## src/rtl/rgb_downsampler.sv

```systemverilog
// rtl/rgb_downsampler.sv - RGB to planar 4:2:2 YUV encoder reading and writing one shared SRAM port
module rgb_downsampler #(
    parameter logic [17:0] RGB_BASE   = 18'd146944,
    parameter logic [17:0] Y_BASE     = 18'd0,
    parameter logic [17:0] U_BASE     = 18'd38400,
    parameter logic [17:0] V_BASE     = 18'd57600,
    parameter int          NUM_GROUPS = 19200
) (
    input  logic        CLOCK_50_I,
    input  logic        Resetn,
    output logic [17:0] SRAM_address,
    output logic [15:0] SRAM_write_data,
    output logic        SRAM_we_n,
    input  logic [15:0] SRAM_read_data,
    input  logic        enc_start,
    output logic        enc_done
);

    localparam int             GW         = (NUM_GROUPS > 1) ? $clog2(NUM_GROUPS) : 1;
    localparam logic [GW-1:0]  LAST_GROUP = GW'(NUM_GROUPS - 1);

    // BT.601 coefficients scaled by 65536
    localparam logic signed [31:0] C_YR = 32'sd16843;
    localparam logic signed [31:0] C_YG = 32'sd33030;
    localparam logic signed [31:0] C_YB = 32'sd6423;
    localparam logic signed [31:0] C_UR = -32'sd9699;
    localparam logic signed [31:0] C_UG = -32'sd19071;
    localparam logic signed [31:0] C_UB = 32'sd28770;
    localparam logic signed [31:0] C_VR = 32'sd28770;
    localparam logic signed [31:0] C_VG = -32'sd24117;
    localparam logic signed [31:0] C_VB = -32'sd4653;

    typedef enum logic [3:0] {
        S_IDLE,
        S_RD0, S_RD1, S_RD2, S_RD3, S_RD4, S_RD5,
        S_WAIT0, S_WAIT1,
        S_CALC0, S_CALC1,
        S_WR_Y0, S_WR_Y1, S_WR_U, S_WR_V,
        S_DONE
    } state_t;

    state_t         r_state;
    state_t         w_next_state;

    logic [17:0]    r_sram_address, w_sram_address;
    logic [15:0]    r_sram_write_data, w_sram_write_data;
    logic           r_sram_we_n, w_sram_we_n;
    logic           r_enc_done, w_enc_done;

    logic [17:0]    r_rgb_addr, w_rgb_addr;
    logic [17:0]    r_y_addr, w_y_addr;
    logic [17:0]    r_u_addr, w_u_addr;
    logic [17:0]    r_v_addr, w_v_addr;
    logic [GW-1:0]  r_group, w_group;

    logic [15:0]    r_word [6];
    logic [7:0]     r_y0, r_y1, r_y2, r_y3;
    logic [7:0]     r_u01, r_u23, r_v01, r_v23;

    logic           w_sel_hi;
    logic [7:0]     w_ra, w_ga, w_ba, w_rb, w_gb, w_bb;
    logic [7:0]     w_r_avg, w_g_avg, w_b_avg;
    logic [7:0]     w_y_a, w_y_b, w_u, w_v;

    // One row of the colour matrix: rounding, arithmetic shift, offset, clip to a byte
    function automatic logic [7:0] f_row(
        input logic [7:0]         i_r,
        input logic [7:0]         i_g,
        input logic [7:0]         i_b,
        input logic signed [31:0] i_cr,
        input logic signed [31:0] i_cg,
        input logic signed [31:0] i_cb,
        input logic signed [31:0] i_off
    );
        logic signed [31:0] v_acc;
        v_acc = i_cr * $signed({24'd0, i_r})
              + i_cg * $signed({24'd0, i_g})
              + i_cb * $signed({24'd0, i_b})
              + 32'sd32768;
        v_acc = (v_acc >>> 16) + i_off;
        if (v_acc < 32'sd0)
            f_row = 8'd0;
        else if (v_acc > 32'sd255)
            f_row = 8'd255;
        else
            f_row = v_acc[7:0];
    endfunction

    // Rounded mean of two bytes through a 9-bit sum
    function automatic logic [7:0] f_avg(input logic [7:0] i_a, input logic [7:0] i_b);
        f_avg = 8'(({1'b0, i_a} + {1'b0, i_b} + 9'd1) >> 1);
    endfunction

    assign SRAM_address    = r_sram_address;
    assign SRAM_write_data = r_sram_write_data;
    assign SRAM_we_n       = r_sram_we_n;
    assign enc_done        = r_enc_done;

    // Shared datapath: CALC0 works on pixels 0/1, CALC1 on pixels 2/3
    assign w_sel_hi = (r_state == S_CALC1);
    assign w_ra = w_sel_hi ? r_word[3][15:8] : r_word[0][15:8];
    assign w_ga = w_sel_hi ? r_word[3][7:0]  : r_word[0][7:0];
    assign w_ba = w_sel_hi ? r_word[4][15:8] : r_word[1][15:8];
    assign w_rb = w_sel_hi ? r_word[4][7:0]  : r_word[1][7:0];
    assign w_gb = w_sel_hi ? r_word[5][15:8] : r_word[2][15:8];
    assign w_bb = w_sel_hi ? r_word[5][7:0]  : r_word[2][7:0];

    assign w_r_avg = f_avg(w_ra, w_rb);
    assign w_g_avg = f_avg(w_ga, w_gb);
    assign w_b_avg = f_avg(w_ba, w_bb);

    assign w_y_a = f_row(w_ra, w_ga, w_ba, C_YR, C_YG, C_YB, 32'sd16);
    assign w_y_b = f_row(w_rb, w_gb, w_bb, C_YR, C_YG, C_YB, 32'sd16);
    assign w_u   = f_row(w_r_avg, w_g_avg, w_b_avg, C_UR, C_UG, C_UB, 32'sd128);
    assign w_v   = f_row(w_r_avg, w_g_avg, w_b_avg, C_VR, C_VG, C_VB, 32'sd128);

    // State register
    always_ff @(posedge CLOCK_50_I) begin
        if (!Resetn)
            r_state <= S_IDLE;
        else
            r_state <= w_next_state;
    end

    // Next state plus the port values and counters that take effect on entering it
    always_comb begin
        w_next_state      = r_state;
        w_sram_address    = r_sram_address;
        w_sram_write_data = r_sram_write_data;
        w_sram_we_n       = 1'b1;
        w_enc_done        = 1'b0;
        w_rgb_addr        = r_rgb_addr;
        w_y_addr          = r_y_addr;
        w_u_addr          = r_u_addr;
        w_v_addr          = r_v_addr;
        w_group           = r_group;
        case (r_state)
            S_IDLE: begin
                if (enc_start) begin
                    w_next_state   = S_RD0;
                    w_sram_address = r_rgb_addr;
                end
            end
            S_RD0: begin
                w_next_state   = S_RD1;
                w_sram_address = r_rgb_addr + 18'd1;
            end
            S_RD1: begin
                w_next_state   = S_RD2;
                w_sram_address = r_rgb_addr + 18'd2;
            end
            S_RD2: begin
                w_next_state   = S_RD3;
                w_sram_address = r_rgb_addr + 18'd3;
            end
            S_RD3: begin
                w_next_state   = S_RD4;
                w_sram_address = r_rgb_addr + 18'd4;
            end
            S_RD4: begin
                w_next_state   = S_RD5;
                w_sram_address = r_rgb_addr + 18'd5;
            end
            S_RD5: begin
                w_next_state = S_WAIT0;
                w_rgb_addr   = r_rgb_addr + 18'd6;
            end
            S_WAIT0: w_next_state = S_WAIT1;
            S_WAIT1: w_next_state = S_CALC0;
            S_CALC0: w_next_state = S_CALC1;
            S_CALC1: begin
                w_next_state      = S_WR_Y0;
                w_sram_address    = r_y_addr;
                w_sram_write_data = {r_y0, r_y1};
                w_sram_we_n       = 1'b0;
            end
            S_WR_Y0: begin
                w_next_state      = S_WR_Y1;
                w_sram_address    = r_y_addr + 18'd1;
                w_sram_write_data = {r_y2, r_y3};
                w_sram_we_n       = 1'b0;
                w_y_addr          = r_y_addr + 18'd2;
            end
            S_WR_Y1: begin
                w_next_state      = S_WR_U;
                w_sram_address    = r_u_addr;
                w_sram_write_data = {r_u01, r_u23};
                w_sram_we_n       = 1'b0;
                w_u_addr          = r_u_addr + 18'd1;
            end
            S_WR_U: begin
                w_next_state      = S_WR_V;
                w_sram_address    = r_v_addr;
                w_sram_write_data = {r_v01, r_v23};
                w_sram_we_n       = 1'b0;
                w_v_addr          = r_v_addr + 18'd1;
            end
            S_WR_V: begin
                if (r_group == LAST_GROUP) begin
                    w_next_state = S_DONE;
                    w_enc_done   = 1'b1;
                end else begin
                    w_next_state   = S_RD0;
                    w_sram_address = r_rgb_addr;
                    w_group        = r_group + 1'b1;
                end
            end
            S_DONE: begin
                w_next_state = S_IDLE;
                w_rgb_addr   = RGB_BASE;
                w_y_addr     = Y_BASE;
                w_u_addr     = U_BASE;
                w_v_addr     = V_BASE;
                w_group      = '0;
            end
            default: w_next_state = S_IDLE;
        endcase
    end

    // Registered SRAM port, done pulse and address counters
    always_ff @(posedge CLOCK_50_I) begin
        if (!Resetn) begin
            r_sram_address    <= 18'd0;
            r_sram_write_data <= 16'd0;
            r_sram_we_n       <= 1'b1;
            r_enc_done        <= 1'b0;
            r_rgb_addr        <= RGB_BASE;
            r_y_addr          <= Y_BASE;
            r_u_addr          <= U_BASE;
            r_v_addr          <= V_BASE;
            r_group           <= '0;
        end else begin
            r_sram_address    <= w_sram_address;
            r_sram_write_data <= w_sram_write_data;
            r_sram_we_n       <= w_sram_we_n;
            r_enc_done        <= w_enc_done;
            r_rgb_addr        <= w_rgb_addr;
            r_y_addr          <= w_y_addr;
            r_u_addr          <= w_u_addr;
            r_v_addr          <= w_v_addr;
            r_group           <= w_group;
        end
    end

    // Capture read words two cycles after their address was driven
    always_ff @(posedge CLOCK_50_I) begin
        case (r_state)
            S_RD2:   r_word[0] <= SRAM_read_data;
            S_RD3:   r_word[1] <= SRAM_read_data;
            S_RD4:   r_word[2] <= SRAM_read_data;
            S_RD5:   r_word[3] <= SRAM_read_data;
            S_WAIT0: r_word[4] <= SRAM_read_data;
            S_WAIT1: r_word[5] <= SRAM_read_data;
            default: ;
        endcase
    end

    // Hold the converted bytes of each half-group until they are written
    always_ff @(posedge CLOCK_50_I) begin
        if (r_state == S_CALC0) begin
            r_y0  <= w_y_a;
            r_y1  <= w_y_b;
            r_u01 <= w_u;
            r_v01 <= w_v;
        end
        if (r_state == S_CALC1) begin
            r_y2  <= w_y_a;
            r_y3  <= w_y_b;
            r_u23 <= w_u;
            r_v23 <= w_v;
        end
    end

endmodule

```

## config.mk

```make
export PLATFORM = sky130hd
export DESIGN_NAME = rgb_downsampler
export DESIGN_NICKNAME = d
export VERILOG_FILES = /design/src/rtl/rgb_downsampler.sv
export SDC_FILE = /design/constraint.sdc
export NUM_CORES = 2
export LEC_CHECK = 0
export CAP_MARGIN = 25
export CELL_PAD_IN_SITES_DETAIL_PLACEMENT = 1
export CELL_PAD_IN_SITES_GLOBAL_PLACEMENT = 1
export CORE_ASPECT_RATIO = 1.2
export CORE_UTILIZATION = 52
export CTS_CLUSTER_SIZE = 28
export DETAILED_ROUTE_END_ITERATION = 7
export PLACE_DENSITY = 0.95
export SYNTH_ARGS = -nofsm -noshare
export SYNTH_HDL_FRONTEND = slang
export SYNTH_SLANG_ARGS = --single-unit
```

## constraint.sdc

```tcl
create_clock -name CLOCK_50_I -period 17.8 [get_ports CLOCK_50_I]
set_input_delay 5.34 -clock CLOCK_50_I [delete_from_list [all_inputs] [get_ports CLOCK_50_I]]
set_output_delay 5.34 -clock CLOCK_50_I [all_outputs]
set_load 0.01 [all_outputs]
```

# == After elaboration in Yosys (flattened, before gate mapping) ==
# Memory sizes are Yosys's and may differ from the RTL's.
# Cells that the tools add are included.
# word_totals
out_inout_bits,36
reg_bits,191
mem_count,1
mem_bits_rw,96
# memory_table
memory,words,word_bits,rd,rd_clocked_by_memory_dff,wr,line_no,rtl
r_word,6,16,6,0,1,56,logic [15:0] r_word [6];
# op_classes
n_mul,12
reduce_logical,17
n_lt_le_gt_ge,8
eq_ne,18
addsub,33
muxes,56
# ops
cell,n
$pmux 18 s11,1
$pmux 18 s2,4
$mux 8,14
$mul 15x8->23 const A,4
$mux 16,5
$reduce_or 16->1,5
$add 18x1->18 const B,4
$pmux 16 s4,1
$pmux 4 s16,1
$add 27x17->28 const B,2
$add 18x2->18 const B,3
$add 18x3->18 const B,3
$add 26x16->27 const B,2
$add 24x25->26,2
$add 25x21->26,2
$add 23x24->25,2
$mul 16x9->25 const A,2
$mul 14x8->22 const A,2
$mul 13x8->21 const A,2
$mux 18,2
$eq 4x4->1 const B,8
$pmux 15 s2,1
$add 26x23->27,1
$add 26x24->27,1
27 further kinds,70

# == Logic depth before layout (Yosys ltp) ==
# depth
ltp_word,12
ltp_mapped,56
mapped_depth_nobuf,51

# == Least setup slack after synthesis ==
# Ideal clock, no wire load.
# synth_timing
kind,flip-flop to flip-flop
from,register r_state[0]
to,"register r_v01[7], data pin"
n_path_buf,6
required_time_ns,17.518
slack_ns,4.356
synth_period_minus_slack_ns,13.444
stages_incl_launch_ff,52
arrival_ns,13.162
setup_time_ns,0.282
cell_sequence,dfxtp_1 > and4bb_2 > buf_6 > buf_4 > buf_2 > buf_1 > clkbuf_1 > mux2i_1 > inv_1 > ha_1 > a21boi_0 > o22ai_2 > o21ai_1 > a21oi_1 > xnor2_1 > ha_1 > ha_1 > inv_1 > [16 not listed] > fa_1 > inv_1 > fa_1 > inv_1 > fa_1 > ha_1 > ha_1 > clkbuf_1 > a21oi_1 > o21ai_1 > a2111oi_0 > a21bo_2 > a21boi_0 > o21ai_0 > mux4_2 > mux2i_1 > a22o_1 > a31oi_1
# synth_via
elab_chain_len,12
# synth_rtl
element,line_no,rtl
"start, declared",42,state_t r_state;
"start signal, assigned",122,r_state <= w_next_state;
$eq 4x4->1 *,100,assign w_sel_hi = (r_state == S_CALC1);
"$mux 8, on equally long branches",--,
$add 8x8->9,91,"f_avg = 8'(({1'b0, i_a} + {1'b0, i_b} + 9'd1) >> 1);"
$add 9x1->9,91,
$mul 16x9->25 / $mul 14x8->22 (equally long branches),"77, 76",
$add 24x25->26,77,"+ i_cg * $signed({24'd0, i_g})"
$add 26x23->27 *,78,"+ i_cb * $signed({24'd0, i_b})"
$add 27x17->28 *,79,+ 32'sd32768;
$add 12x9->13 *,80,v_acc = (v_acc >>> 16) + i_off;
$gt 13x9->1,83,else if (v_acc > 32'sd255)
$mux 8,83,
$mux 8 *,81,if (v_acc < 32'sd0)
via w_v[7],63,"logic [7:0] w_y_a, w_y_b, w_u, w_v;"
"end signal, assigned",264,r_v01 <= w_v;
"end, declared",58,"logic [7:0] r_u01, r_u23, r_v01, r_v23;"
# Mark *: on every way through the listed nets, which the timed path passes. The rest lies on a longest branch.
# A chain may end at the register's enable or synchronous reset.

# == Worst setup path after layout ==
# layout_timing
from,register r_state[3]
to,"register r_v01[1], data pin"
# Same word-level chain as after synthesis.

==> metrics <==
outcome=completed; destination of the worst hold path=SRAM_address[14]; tightest slew margin relative to the limit=0.222; reg2reg path depth=45; TritonRoute pass-1 iters=6; total count of max-transition violations in the final report=0; count of standard-cell rows=109; worst min-delay path class=reg2reg; Net Count, Synth=5157; transition time at the pin with the least slew margin=1170 ps; core area=73800 sq um; clock buffer count from CTS=34; Min-Delay Path Depth=2; final hold vios=0; fmax=0.0621 GHz; H-Tree Level Count=2; Initial DRC Count=3238; starting utilization of the core area=0.526; routed wire length=153000 um; setup slack of the worst register-to-register path=1690 ps; Post-Syn Area=38800 sq um; ratio of final minimum period to clock period=0.905; chip width=251 um; number of buffers between clock root and the deepest sink=3; area enclosed by the die boundary=75700 sq um; clock tree from TritonCTS=done; register area share after synthesis=0.188; distinct cell type count of the synthesized netlist=90; total of buffers placed on input and output ports=54; cell types with the largest area share after synthesis=sky130_fd_sc_hd__fa_1, sky130_fd_sc_hd__ha_1, sky130_fd_sc_hd__edfxtp_1; area leader, netlist=sky130_fd_sc_hd__fa_1; per-cell via count in the routed design=6.46; leading register cell type out of synthesis=sky130_fd_sc_hd__edfxtp_1; proportion of register bits with asynchronous set or reset after synthesis=0; Hold Crit Start=SRAM_address[14]; cts hold-fix bufs=0; HPWL after detailed placement=116000 um; sort of element at the end of the critical path=register; Via Count=32700; layout cell share with drive strength beyond 1=0.0424; Min Clock Period, post-route=16110 ps; final setup violation count=0; classification of the worst setup path=reg2reg; worst flop-to-flop path endpoint=r_v01[1]; max cap viols=0; Syn Inst Count=3978; height of the die=301 um; Antenna Nets Post-Route=0; overall overflow remaining after global route=0; CP dominant cell by count=sky130_fd_sc_hd__ha_1; Buf+Inv Stages, Crit Path=6; Clk Tree Root Cell=sky130_fd_sc_hd__clkbuf_16; wire length of the first global-routing pass=227000 um; number of gates resized after cts=0; library cell contributing the largest single delay on the critical path=sky130_fd_sc_hd__and4bb_4; family of cells with the greatest summed delay on the critical path=compound AO/OA/AOI/OAI gates; crit path launch type=register; Yosys top cell area share=0.250; total negative slack=0 ps; Post-route DRC=0; layout filler cell count=8083; vias in the first global route=37000; number of enable flip-flop cells after synthesis=160; largest incremental delay on the critical path=950 ps; Routed WL per cell=30.2 um; routability-driven placement congestion ratio=0.972; launching point of the worst reg2reg path=r_state[3]; initial antenna violation count=6; GRT Resource Usage Total=0.406; number of warning messages in the yosys log=0; net count of the finished layout=5214; Top Ports=55; pin count of the biggest net entering global routing=47; Post-Syn Area per Cell=9.75 sq um; largest driver fanout on the critical path=46; Setup Skew=13.4 ps; relative area change from synthesis to final layout=7.83%; arrival time of data at the critical path endpoint=16380 ps; clock-pin slew reported for the worst setup and hold paths after clock tree synthesis=60 ps; CTS sink count=285; synthesized flop and latch total=285; number of post-CTS setup repair buffers=0; Worst-Skew Late Latency=580 ps; RSZ-0062 raised after global routing=no; required time at the endpoint of the critical path=18070 ps
## final cells by class
cell class	count	area, sq um	area share
antenna	2	5.00	0.000120
clock buffer	44	942	0.0225
clock inverter	17	193	0.00461
inverter	933	3500	0.0837
multi-input combinational	2685	27700	0.663
sequential	285	7310	0.175
tap	999	1250	0.0299
timing repair buffer	96	896	0.0214
## worst max path at each step
stage	from	endpoint	slack [ps]	depth (start not counted)
after detailed placement	r_state[3]	r_u01[4]	2710	52
after global routing	r_state[3]	r_v23[7]	1260	45
after CTS	r_state[3]	r_u23[4]	2240	52
after global placement	r_state[3]	r_u01[7]	3770	50
after floorplan	r_state[0]	r_v01[7]	4360	51
final	r_state[3]	r_v01[1]	1690	45
## metal layers
metal	wire, um	track usage	up-vias
met3	13700	0.113	1023
met5	81	0	-
li1	-	-	13200
met4	16400	0.375	12
met2	72200	0.671	2222
met1	50500	0.419	16300
## cells in the mapped netlist (all sizes together), types with 24 or more instances
master and count:
mux2i 37, fa 484, nand4 31, xor2 90, o21ai 130, nor3 38
ha 676, clkbuf 62, edfxtp 160, a22oi 44, a211oi 25, dfxtp 125
mux2 30, a31oi 38, nor2 198, xnor2 101, and3 47, a21oi 174
nor2b 24, a21o 45, nand3 67, inv 933, nand2 159
## layout by cell type, fill, tap and decap left out, types with 13 or more instances in the layout
master	count
sky130_fd_sc_hd__a31oi_1	37
sky130_fd_sc_hd__nand4_1	31
sky130_fd_sc_hd__dfxtp_1	125
sky130_fd_sc_hd__mux2i_1	34
sky130_fd_sc_hd__o21a_1	18
sky130_fd_sc_hd__xor2_1	89
sky130_fd_sc_hd__nand2_1	159
sky130_fd_sc_hd__clkdlybuf4s50_1	54
sky130_fd_sc_hd__nand2b_1	14
sky130_fd_sc_hd__a21oi_1	173
sky130_fd_sc_hd__or3_1	14
sky130_fd_sc_hd__o211ai_1	18
sky130_fd_sc_hd__mux2_2	30
sky130_fd_sc_hd__fa_1	484
sky130_fd_sc_hd__inv_1	933
sky130_fd_sc_hd__nor2b_1	24
sky130_fd_sc_hd__clkbuf_16	34
sky130_fd_sc_hd__buf_4	39
sky130_fd_sc_hd__nand3_1	67
sky130_fd_sc_hd__xnor2_1	99
sky130_fd_sc_hd__nor2_1	194
sky130_fd_sc_hd__and2_1	16
sky130_fd_sc_hd__ha_1	676
sky130_fd_sc_hd__a21o_1	45
sky130_fd_sc_hd__and3_1	47
sky130_fd_sc_hd__a22oi_1	44
sky130_fd_sc_hd__nor3_1	37
sky130_fd_sc_hd__o21ai_0	122
sky130_fd_sc_hd__a211oi_1	24
sky130_fd_sc_hd__edfxtp_1	160
sky130_fd_sc_hd__or2_2	13
## worst min-delay path, stage by stage (launching register included)
cell	delay [ps]
sky130_fd_sc_hd__dfxtp_1	310
sky130_fd_sc_hd__nand2_1	50
sky130_fd_sc_hd__a21oi_1	60
## kinds of logic (layout without fill, tap and decap cells)
group                      after synthesis  after routing  synth area share
xor gates and xnor gates               191            191            0.0433
muxes                                   68             68            0.0196
and+or+nand+nor                        665            665            0.0832
adders and majority gates             1162           1162             0.468
DFF                                    285            285             0.188
AOI/OAI and AO/OA                      599            599            0.0993
buffers and inverters                 1008           1090            0.0979
other                                    0              2                 0
## state kept, by name, indices dropped and copies added (netlist names)
| signal | flops |
|---|---|
| r_y0 | 8 |
| r_word | 96 |
| r_group | 15 |
| r_v23 | 8 |
| r_y1 | 8 |
| r_v_addr | 18 |
| enc_done | 1 |
| r_v01 | 8 |
| SRAM_we_n | 1 |
| r_u_addr | 18 |
| r_rgb_addr | 17 |
| SRAM_address | 18 |
| r_y2 | 8 |
| SRAM_write_data | 16 |
| r_y3 | 8 |
| r_y_addr | 17 |
| r_state | 4 |
| r_u01 | 8 |
| r_u23 | 8 |
## metrics by stage
stage                      util  setup slack, ps  hold slack (ps)  instances  instance area, sq um
final                     0.567             1690              467       5061                 41800
after global routing      0.567             1260              490       5059                 41800
after global placement    0.550             3770              437       4991                 40600
after floorplan               -             4360              458       3978                 38800
after detailed placement  0.550             2710              448       4991                 40600
after CTS                 0.565             2240              476       5052                 41700
Power is left out: the tool's default activity adds up to more than one toggle a clock period on the data nets, which glitch-free logic cannot reach.
